==> src/rtl/fp64_mul_prestage.sv <==
// fp64_mul_prestage: two-stage operand front end of the binary64 multiplier.
// Classifies both operands, forms sign / exponent sum / hidden-bit mantissas and resolves special results.
module fp64_mul_prestage #(
    parameter int unsigned EXP_W = 11,
    parameter int unsigned MAN_W = 52,
    parameter int unsigned BIAS  = 1023
) (
    input  logic                 clk,
    input  logic                 rst,
    input  logic                 in_valid,
    output logic                 in_ready,
    input  logic [EXP_W+MAN_W:0] a,
    input  logic [EXP_W+MAN_W:0] b,
    output logic                 out_valid,
    input  logic                 out_ready,
    output logic                 sign_out,
    output logic [EXP_W+1:0]     exp_sum,
    output logic [MAN_W:0]       man_a,
    output logic [MAN_W:0]       man_b,
    output logic                 is_special,
    output logic [EXP_W+MAN_W:0] special_result,
    output logic                 invalid_flag
);

    localparam int unsigned DW = EXP_W + MAN_W + 1;
    localparam int unsigned SW = EXP_W + 2;
    localparam logic [DW-1:0] QNAN = {1'b0, {EXP_W{1'b1}}, 1'b1, {(MAN_W-1){1'b0}}};

    // Pipeline occupancy and handshake
    logic v1;
    logic v2;
    logic adv1;
    logic adv2;
    logic load1;
    logic load2;

    always_comb begin
        adv2  = ~v2 | out_ready;
        adv1  = ~v1 | adv2;
        load1 = in_valid & adv1;
        load2 = v1 & adv2;
    end

    assign in_ready  = adv1;
    assign out_valid = v2;

    // Operand field extraction and classification (NOR-reduction all-zero detectors)
    logic             sgn_fa;
    logic             sgn_fb;
    logic [EXP_W-1:0] exp_fa;
    logic [EXP_W-1:0] exp_fb;
    logic [MAN_W-1:0] man_fa;
    logic [MAN_W-1:0] man_fb;
    logic             ez_a;
    logic             eo_a;
    logic             mz_a;
    logic             ez_b;
    logic             eo_b;
    logic             mz_b;
    logic             zero_a_c;
    logic             inf_a_c;
    logic             nan_a_c;
    logic             snan_a_c;
    logic             zero_b_c;
    logic             inf_b_c;
    logic             nan_b_c;
    logic             snan_b_c;

    always_comb begin
        sgn_fa   = a[DW-1];
        sgn_fb   = b[DW-1];
        exp_fa   = a[DW-2:MAN_W];
        exp_fb   = b[DW-2:MAN_W];
        man_fa   = a[MAN_W-1:0];
        man_fb   = b[MAN_W-1:0];
        ez_a     = ~|exp_fa;
        eo_a     = &exp_fa;
        mz_a     = ~|man_fa;
        ez_b     = ~|exp_fb;
        eo_b     = &exp_fb;
        mz_b     = ~|man_fb;
        // Denormals are flushed to zero
        zero_a_c = ez_a;
        inf_a_c  = eo_a & mz_a;
        nan_a_c  = eo_a & ~mz_a;
        snan_a_c = nan_a_c & ~man_fa[MAN_W-1];
        zero_b_c = ez_b;
        inf_b_c  = eo_b & mz_b;
        nan_b_c  = eo_b & ~mz_b;
        snan_b_c = nan_b_c & ~man_fb[MAN_W-1];
    end

    // Stage 1 registers
    logic             s1_sign_a;
    logic             s1_sign_b;
    logic [EXP_W-1:0] s1_exp_a;
    logic [EXP_W-1:0] s1_exp_b;
    logic [MAN_W-1:0] s1_man_a;
    logic [MAN_W-1:0] s1_man_b;
    logic             s1_zero_a;
    logic             s1_inf_a;
    logic             s1_nan_a;
    logic             s1_snan_a;
    logic             s1_zero_b;
    logic             s1_inf_b;
    logic             s1_nan_b;
    logic             s1_snan_b;

    always_ff @(posedge clk or posedge rst) begin
        if (rst) begin
            v1        <= 1'b0;
            s1_sign_a <= 1'b0;
            s1_sign_b <= 1'b0;
            s1_exp_a  <= '0;
            s1_exp_b  <= '0;
            s1_man_a  <= '0;
            s1_man_b  <= '0;
            s1_zero_a <= 1'b0;
            s1_inf_a  <= 1'b0;
            s1_nan_a  <= 1'b0;
            s1_snan_a <= 1'b0;
            s1_zero_b <= 1'b0;
            s1_inf_b  <= 1'b0;
            s1_nan_b  <= 1'b0;
            s1_snan_b <= 1'b0;
        end else begin
            if (adv1) begin
                v1 <= in_valid;
            end
            if (load1) begin
                s1_sign_a <= sgn_fa;
                s1_sign_b <= sgn_fb;
                s1_exp_a  <= exp_fa;
                s1_exp_b  <= exp_fb;
                s1_man_a  <= man_fa;
                s1_man_b  <= man_fb;
                s1_zero_a <= zero_a_c;
                s1_inf_a  <= inf_a_c;
                s1_nan_a  <= nan_a_c;
                s1_snan_a <= snan_a_c;
                s1_zero_b <= zero_b_c;
                s1_inf_b  <= inf_b_c;
                s1_nan_b  <= nan_b_c;
                s1_snan_b <= snan_b_c;
            end
        end
    end

    // Stage 2 bundle formation and special-case priority resolution
    logic            sign_c;
    logic [SW-1:0]   exp_c;
    logic [MAN_W:0]  man_a_c;
    logic [MAN_W:0]  man_b_c;
    logic            special_c;
    logic [DW-1:0]   result_c;
    logic            invalid_c;

    always_comb begin
        sign_c    = s1_sign_a ^ s1_sign_b;
        exp_c     = SW'(s1_exp_a) + SW'(s1_exp_b) - SW'(BIAS);
        man_a_c   = s1_zero_a ? '0 : {1'b1, s1_man_a};
        man_b_c   = s1_zero_b ? '0 : {1'b1, s1_man_b};
        special_c = 1'b0;
        result_c  = '0;
        invalid_c = 1'b0;
        if (s1_nan_a | s1_nan_b) begin
            special_c = 1'b1;
            result_c  = QNAN;
            invalid_c = s1_snan_a | s1_snan_b;
        end else if ((s1_inf_a & s1_zero_b) | (s1_zero_a & s1_inf_b)) begin
            special_c = 1'b1;
            result_c  = QNAN;
            invalid_c = 1'b1;
        end else if (s1_inf_a | s1_inf_b) begin
            special_c = 1'b1;
            result_c  = {sign_c, {EXP_W{1'b1}}, {MAN_W{1'b0}}};
        end else if (s1_zero_a | s1_zero_b) begin
            special_c = 1'b1;
            result_c  = {sign_c, {(DW-1){1'b0}}};
        end
    end

    // Stage 2 output registers; hold while stalled
    always_ff @(posedge clk or posedge rst) begin
        if (rst) begin
            v2             <= 1'b0;
            sign_out       <= 1'b0;
            exp_sum        <= '0;
            man_a          <= '0;
            man_b          <= '0;
            is_special     <= 1'b0;
            special_result <= '0;
            invalid_flag   <= 1'b0;
        end else begin
            if (adv2) begin
                v2 <= v1;
            end
            if (load2) begin
                sign_out       <= sign_c;
                exp_sum        <= exp_c;
                man_a          <= man_a_c;
                man_b          <= man_b_c;
                is_special     <= special_c;
                special_result <= result_c;
                invalid_flag   <= invalid_c;
            end
        end
    end

endmodule
==> config.mk <==
export PLATFORM = sky130hd
export DESIGN_NAME = fp64_mul_prestage
export DESIGN_NICKNAME = d
export VERILOG_FILES = /design/src/rtl/fp64_mul_prestage.sv
export SDC_FILE = /design/constraint.sdc
export NUM_CORES = 1
export LEC_CHECK = 0
export CORE_ASPECT_RATIO = 1.2
export CORE_MARGIN = 4
export CORE_UTILIZATION = 44
export CTS_CLUSTER_DIAMETER = 60
export DETAILED_ROUTE_END_ITERATION = 8
export HOLD_SLACK_MARGIN = 0.1
export PLACE_DENSITY_LB_ADDON = 0.1
export SYNTH_ARGS = -nofsm -noshare
export SYNTH_HDL_FRONTEND = slang
export SYNTH_SLANG_ARGS = --single-unit
==> constraint.sdc <==
create_clock -name clk -period 8.45 [get_ports clk]
set_input_delay 0.845 -clock clk [delete_from_list [all_inputs] [get_ports clk]]
set_output_delay 0.845 -clock clk [all_outputs]
set_load 0.03 [all_outputs]
## After elaboration in Yosys (flattened, before gate mapping)

Cells that the tools add are included.

| cells by class | value |
|---|---|
| bitwise gates (word level) | 22 |
| $add $sub $neg | 2 |
| multiplexer cells | 12 |
| reduce and logical (&&, ||, !) cells | 10 |

Operators with widths:

| operator | count |
|---|---|
| $mux W64 | 4 |
| $mux W53 | 2 |
| $reduce_or A52 Y1 | 2 |
| $reduce_and A11 Y1 | 2 |
| $reduce_or A11 Y1 | 2 |
| $sub A12 B10 Y13 const B | 1 |
| $add A11 B11 Y12 | 1 |
| $and A1 B1 Y1 | 10 |
| $or A1 B1 Y1 | 7 |
| $mux W1 | 6 |
| $logic_not A1 Y1 | 4 |
| $not A1 Y1 | 4 |
| $xor A1 B1 Y1 | 1 |

| storage, ports and cells | value |
|---|---|
| input bits | 132 |
| logic and storage cells | 69 |
| output and inout port bits | 188 |
| register bits after elaboration | 324 |

## Logic depth before layout (Yosys ltp)

Gate-level depths: netlist (run 1).

| logic depth | value |
|---|---|
| depth after elaboration | 5 |
| depth in mapped cells | 10 |
| gate-level depth less buffers | 10 |

## Worst setup path after synthesis (run 1)

OpenSTA, ideal clock, no wires.

| path | value |
|---|---|
| kind | flip-flop to flip-flop |
| start | register s1_exp_a[1] |
| end | register exp_sum[9] |
| path buffers | 0 |
| clock period less this slack | 2.373 ns |
| required time | 8.316 ns |
| slack | 6.077 ns |
| data arrival time | 2.239 ns |
| stages on the path, launching flop included | 9 |
| cells stage by stage | dfrtp_1 ha_1 ha_1 fa_1 a21o_1 a221oi_1 o21ai_0 xnor2_1 o21ai_0 |

| on the way | value |
|---|---|
| word-level cells in the longest chain between the ends | 2 |

Ends and longest elaborated chain:

| element | line | text |
|---|---|---|
| start, declared | 96 | `logic [EXP_W-1:0] s1_exp_a;` |
| start signal, assigned | 133 | `s1_exp_a <= exp_fa;` |
| $add A11 B11 Y12 | 160 | `exp_c = SW'(s1_exp_a) + SW'(s1_exp_b) - SW'(BIAS);` |
| $sub A12 B10 Y13 | 160 |  |
| end signal, assigned | 200 | `exp_sum <= exp_c;` |
| end, declared | 17 | `output logic [EXP_W+1:0] exp_sum,` |

Every way passes these cells.
A chain may end at the register's enable or synchronous reset.

## Worst setup path in the final report (run 1)

| path | value |
|---|---|
| start | input out_ready |
| end | register s1_man_a[8] |

| on the way | value |
|---|---|
| word-level cells in the longest chain between the ends | 3 |

Ends and longest elaborated chain:

| element | line | text |
|---|---|---|
| start, declared | 15 | `input logic out_ready,` |
| $or A1 B1 Y1 | 38 | `adv2 = ~v2 \| out_ready;` |
| $or A1 B1 Y1 | 39 | `adv1 = ~v1 \| adv2;` |
| $and A1 B1 Y1 | 40 | `load1 = in_valid & adv1;` |
| end signal, assigned | 135 | `s1_man_a <= man_fa;` |
| end, declared | 98 | `logic [MAN_W-1:0] s1_man_a;` |

Every way passes these cells.

==> results.sh, run 1 <==
export IMPL_postCtsSetupRepairBufs=0
export IMPL_area_growth_pct=29.5
export IMPL_grt_usage=0.192
export IMPL_rsz0062_at_grt="no"
export IMPL_synthDistinctLibCells=43
export IMPL_clkTransAtPathRegs_ns=0.06
export IMPL_die_w_um=156
export IMPL_r2r_cells=4
export IMPL_cts_tree="done"
export IMPL_netlist_area_um2=11600
export IMPL_pwr_share_seq=0.416
export IMPL_worst_hold_path_num_cells=2
export IMPL_switchingPower_mw=1.28
export IMPL_synthTopCellsByCount="dfrtp_1 (263), nand2_1 (244), mux2_2 (128), nand3b_1 (104), buf_4 (72)"
export IMPL_postSynthAreaPerCell_um2=11.4
export IMPL_antenna_found_initial=4
export IMPL_synth_area_top_cells="dfrtp_1 (57%), mux2_2 (12%), nand2_1 (7.9%), nand3b_1 (6.7%), buf_4 (4.7%)"
export IMPL_ios=320
export IMPL_max_freq_ghz=0.317
export IMPL_synthArstFlopShare=1.00
export IMPL_synth_top_area_share=0.568
export IMPL_setup_viol_count_final=0
export IMPL_p_leak_nw=6.70
export IMPL_portBuffers=268
export IMPL_vias=8075
export IMPL_path_class="input pin to register"
export IMPL_overflow=0
export IMPL_power_density_nw_per_um2=260
export IMPL_drv_cap=0
export IMPL_grt_pass1_vias=8266
export IMPL_synth_edf_count=0
export IMPL_clk_latency_ns=0.53
export IMPL_grt_max_degree=142
export IMPL_switching_share=0.329
export IMPL_internal_power_mw=2.61
export IMPL_crit_path_max_fanout=78
export IMPL_ant_nets=0
export IMPL_fp_dieH_um=186
export IMPL_outcome="completed"
export IMPL_drive_above_1_share=0.139
export IMPL_gp_congestion=0.777
export IMPL_drc=0
export IMPL_synth_flop_cell="dfrtp_1"
export IMPL_ctsResizeCount=0
export IMPL_start_kind="input pin"
export IMPL_period_minus_slack_ns=3.16
export IMPL_start_util=0.451
export IMPL_fp_coreArea_um2=25700
export IMPL_cts_sinks=263
export IMPL_drt_iter0_drc=360
export IMPL_routed_wl_mm=28.7
export IMPL_fin_crit_sh=0.374
export IMPL_hold_buffers=0
export IMPL_slew_viol_final=0
export IMPL_drt_first_pass_iters=4
export IMPL_ys_warn_count=0
export IMPL_htreeDepth=1
export IMPL_dp_hpwl_mm=19.7
export IMPL_clockRootBuffer="clkbuf_16"
export IMPL_ys_seq_area_frac=0.568
export IMPL_clock_skew_final_ns=0.0124
export IMPL_routed_via_density=5.05
export IMPL_synth_most_common_cell="dfrtp_1"
export IMPL_clkPwrFrac=0.279
export IMPL_placement_rows=64
export IMPL_combinationalPowerShare=0.304
export IMPL_cp_arrival_ns=3.57
export IMPL_grt_first_pass_wirelength_mm=44.5
export IMPL_place_area_um2=14200
export IMPL_diodes=0
export IMPL_clockBufferDepth=3
export IMPL_required_ns=8.86
export IMPL_postLayoutCellArea_um2=15000
export IMPL_ir_drop_mv=0.139
export IMPL_ys_ff_latch=263
export IMPL_yosysTopAreaCell="dfrtp_1"
export IMPL_hold_violations=0
export IMPL_cts_buffers=27
export IMPL_nets=1406
export IMPL_slew_headroom=0.298
export IMPL_crit_path_end_kind="register"
export IMPL_tightest_slew_ns=1.05
export IMPL_synth_cells=1014
export IMPL_hold_path_class="register to register"
export IMPL_dieArea_um2=29000
export IMPL_wl_per_cell_um=17.9
export IMPL_setup_tns_ns=0
## per-stage QoR
stage	total power [mW]	setup slack, ns	utilization	hold slack (ns)	instances
floorplan	2.37	0.365	-	0.443	1064
global placement	2.82	4.75	0.553	0.449	1553
detailed placement	2.84	4.71	0.553	0.455	1553
CTS	3.94	5.28	0.584	0.468	1599
global route	4.10	5.12	0.584	0.494	1599
finish	3.89	5.29	0.584	0.461	1599
## worst paths after layout
kind	end	slack (ns)	start
setup / recovery	s1_man_a[8]$_DFFE_PP0P_	5.29	out_ready
hold / removal	man_b[30]$_DFFE_PP0P_	0.46	man_b[30]$_DFFE_PP0P_
setup reg to reg	s1_man_a[8]$_DFFE_PP0P_	5.69	v1$_DFFE_PP0N_
hold reg to reg	man_b[30]$_DFFE_PP0P_	0.46	man_b[30]$_DFFE_PP0P_
max in group asynchronous	s1_man_a[10]$_DFFE_PP0P_	5.93	rst
min in group asynchronous	man_b[52]$_DFFE_PP0P_	0.96	rst
## cells by family after synthesis
logic type	count (synthesis)	synth area share
compound gates	47	0.0269
xor+xnor	8	0.00605
fa+ha+maj	22	0.0244
buf+inv	126	0.0663
flops	263	0.568
mux	129	0.125
other cells	1	0.000324
simple gates	418	0.183
## power by group through the flow
stage | sequential, mW | clock (mW) | combinational, mW
after global placement | 1.64 | 0 | 1.19
after detailed placement | 1.64 | 0 | 1.20
after floorplan | 1.90 | 0 | 0.465
after global routing | 1.65 | 1.17 | 1.28
after CTS | 1.62 | 1.12 | 1.20
final | 1.62 | 1.09 | 1.18
## state kept, by name (all words and copies together) (netlist names), 3 cells and up
register / cells
man_a: 53
man_b: 53
s1_man_a: 52
s1_man_b: 52
exp_sum: 13
s1_exp_a: 11
s1_exp_b: 11
special_result: 3
## cell type report
cell class,instances,area [um^2]
clock inverters,3,18.8
well taps,330,413
multi-input cells,675,4440
fillers,2239,10700
flip-flops and latches,263,6580
repair buffers,275,2740
inverters,10,45.0
clock buffers,43,766
## worst max-delay path: stages
cell and delay, ns:
clkdlybuf4s50_1 0.41, nand3b_2 0.25, nand2_4 0.78, buf_4 0.79
mux2_2 0.41
## cells in the final DEF, fill, tap and decap left out, types with 2 or more instances in the layout
master / n
a21o_1: 3
a21oi_1: 5
a22o_1: 2
a31oi_1: 4
buf_4: 7
clkbuf_1: 13
clkbuf_16: 27
clkbuf_8: 3
clkdlybuf4s50_1: 268
clkinv_2: 2
conb_1: 51
dfrtp_1: 263
ha_1: 21
inv_1: 9
mux2_2: 128
nand2_1: 242
nand2_4: 2
nand2b_1: 3
nand3_1: 6
nand3b_1: 104
nand4_1: 9
nor2_1: 8
nor3_1: 2
nor4_1: 34
o21ai_0: 20
o311ai_0: 2
o31ai_1: 3
or4_1: 2
xnor2_1: 4
xor2_1: 4
## routing by layer
| layer | vias up | share of wire | global-route usage | wire length, um |
|---|---|---|---|---|
| met5 | - | 0.0028 | 0 | 80 |
| met4 | 8 | 0.021 | 0.0438 | 596 |
| met3 | 51 | 0.069 | 0.0447 | 1970 |
| met2 | 245 | 0.48 | 0.323 | 13700 |
| met1 | 3929 | 0.43 | 0.254 | 12400 |
| li1 | 3842 | - | - | - |
Note: power is estimated with default switching activity, not from simulation.
==> inputs of run 2 (changes only) <==
CORE_UTILIZATION = 48   (was 44)
clock period = 3.2 ns   (was 8.45 ns; I/O delays follow)
==> results.sh, run 2 (synthesized netlist as in run 1, its figures left out) <==
export IMPL_outcome="completed"
export IMPL_crit_path_end_kind="register"
export IMPL_cts_sinks=263
export IMPL_pwr_share_seq=0.403
export IMPL_ir_drop_mv=0.492
export IMPL_routed_via_density=5.08
export IMPL_fin_crit_sh=0.817
export IMPL_drt_iter0_drc=330
export IMPL_dieArea_um2=26700
export IMPL_ant_nets=0
export IMPL_placement_rows=62
export IMPL_seq_area_um2=6580
export IMPL_fp_coreArea_um2=23900
export IMPL_p_leak_nw=6.83
export IMPL_power_density_nw_per_um2=694
export IMPL_cts_tree="done"
export IMPL_drt_first_pass_iters=4
export IMPL_cp_arrival_ns=2.99
export IMPL_setup_viol_count_final=0
export IMPL_ios=320
export IMPL_htreeDepth=1
export IMPL_tightest_slew_ns=0.663
export IMPL_drive_above_1_share=0.152
export IMPL_largestRegisters="man_a x53, man_b x53"
export IMPL_routed_wl_mm=28.2
export IMPL_fillers=1961
export IMPL_grt_busiest_layer="met2"
export IMPL_grtUsageMet2=0.348
export IMPL_period_minus_slack_ns=2.62
export IMPL_grt_max_degree=79
export IMPL_ctsResizeCount=0
export IMPL_clkPwrFrac=0.296
export IMPL_slew_viol_final=0
export IMPL_hold_buffers=0
export IMPL_area_growth_pct=31.7
export IMPL_start_kind="register"
export IMPL_drc=0
export IMPL_slew_headroom=0.558
export IMPL_rsz0062_at_grt="no"
export IMPL_required_ns=3.57
export IMPL_grt_pass1_vias=8236
export IMPL_overflow=0
export IMPL_gp_congestion=0.821
export IMPL_grt_first_pass_wirelength_mm=44.1
export IMPL_antenna_found_initial=3
export IMPL_clkTransAtPathRegs_ns=0.06
export IMPL_grt_usage=0.206
export IMPL_grtUsageMet1=0.269
export IMPL_layout_common_cells="clkdlybuf4s50_1 (268), dfrtp_1 (263), nand2_1 (242)"
export IMPL_max_freq_ghz=0.382
export IMPL_cp_common_cell="ha_1"
export IMPL_clockRootBuffer="clkbuf_16"
export IMPL_crit_path_max_fanout=3
export IMPL_nets=1413
export IMPL_postCtsSetupRepairBufs=0
export IMPL_fp_dieH_um=178
export IMPL_setup_tns_ns=0
export IMPL_combinationalPowerShare=0.300
export IMPL_wl_per_cell_um=17.6
export IMPL_use_met3=0.0587
export IMPL_start_util=0.485
export IMPL_switching_share=0.324
export IMPL_die_w_um=150
export IMPL_internal_power_mw=7.16
export IMPL_switchingPower_mw=3.43
export IMPL_slowest_stage="a221oi_1"
export IMPL_worstPathCellList="ha_1 -> ha_1 -> fa_1 -> a21o_1 -> a221oi_1 -> o21bai_1 -> xnor2_1 -> o21ai_0"
export IMPL_vias=8124
export IMPL_cts_buffers=27
export IMPL_portBuffers=268
export IMPL_hold_violations=0
export IMPL_clockBufferDepth=3
export IMPL_path_class="register to register"
export IMPL_hold_path_class="input pin to asynchronous set/reset pin"
export IMPL_clock_skew_final_ns=0.0132
export IMPL_dp_hpwl_mm=19.6
export IMPL_max_stage_delay_ns=0.47
export IMPL_whs_ns=0.155
export IMPL_clk_latency_ns=0.53
export IMPL_multi_input_area_um2=4440
export IMPL_drv_cap=0
export IMPL_layout_commonest_cell="clkdlybuf4s50_1"
## run 2: stage by stage
stage	cells	area [um^2]	total power, mW	util	worst slack, ns
2_1_floorplan	1064	11800	6.25	-	-0.590
3_3_place_gp	1550	14400	7.48	0.601	0.671
3_5_place_dp	1550	14400	7.53	0.601	0.590
4_1_cts	1599	15300	10.7	0.638	0.572
5_1_grt	1599	15300	11.1	0.638	0.385
6_report	1600	15300	10.6	0.639	0.584
## run 2: worst max-delay path: cells and delay by family, from the launching register on
kind	cells	cell delay, ns
AOI/OAI and AO/OA	4	0.92
DFF	1	0.38
xor gates and xnor gates	1	0.18
adders and majority gates	3	0.98
## run 2: path summary, 6_finish.rpt
kind,start,to,slack (ns),depth (start not counted)
max,s1_exp_a[1]$_DFFE_PP0P_,exp_sum[11]$_DFFE_PP0P_,0.58,8
min,rst,s1_man_a[45]$_DFFE_PP0P_,0.15,2
max reg2reg,s1_exp_a[1]$_DFFE_PP0P_,exp_sum[11]$_DFFE_PP0P_,0.58,8
min reg2reg,man_a[37]$_DFFE_PP0P_,man_a[37]$_DFFE_PP0P_,0.46,2
max in group asynchronous,rst,s1_exp_b[6]$_DFFE_PP0P_,2.37,3
min in group clk,b[34],s1_man_b[34]$_DFFE_PP0P_,0.43,2
## run 2: power groups by stage
stage / combinational [mW] / sequential [mW] / clock [mW]
3_5_place_dp: 3.20 / 4.33 / 0
6_report: 3.18 / 4.27 / 3.14
5_1_grt: 3.41 / 4.34 / 3.38
4_1_cts: 3.21 / 4.27 / 3.22
3_3_place_gp: 3.17 / 4.31 / 0
2_1_floorplan: 1.23 / 5.02 / 0
## run 2: cell type report
cell class / count / share of cell area
Tap cell: 320 / 0.0262
Inverter: 10 / 0.00271
Multi-Input combinational cell: 675 / 0.291
Clock inverter: 7 / 0.00459
Antenna cell: 1 / 0.000164
Timing Repair Buffer: 282 / 0.189
Sequential cell: 263 / 0.431
Clock buffer: 42 / 0.0545
## run 2: routing by layer
layer / vias to the layer above / wire (um)
li1: 3866 / -
met3: 32 / 2290
met2: 241 / 13800
met5: - / 34
met1: 3979 / 11700
met4: 6 / 361
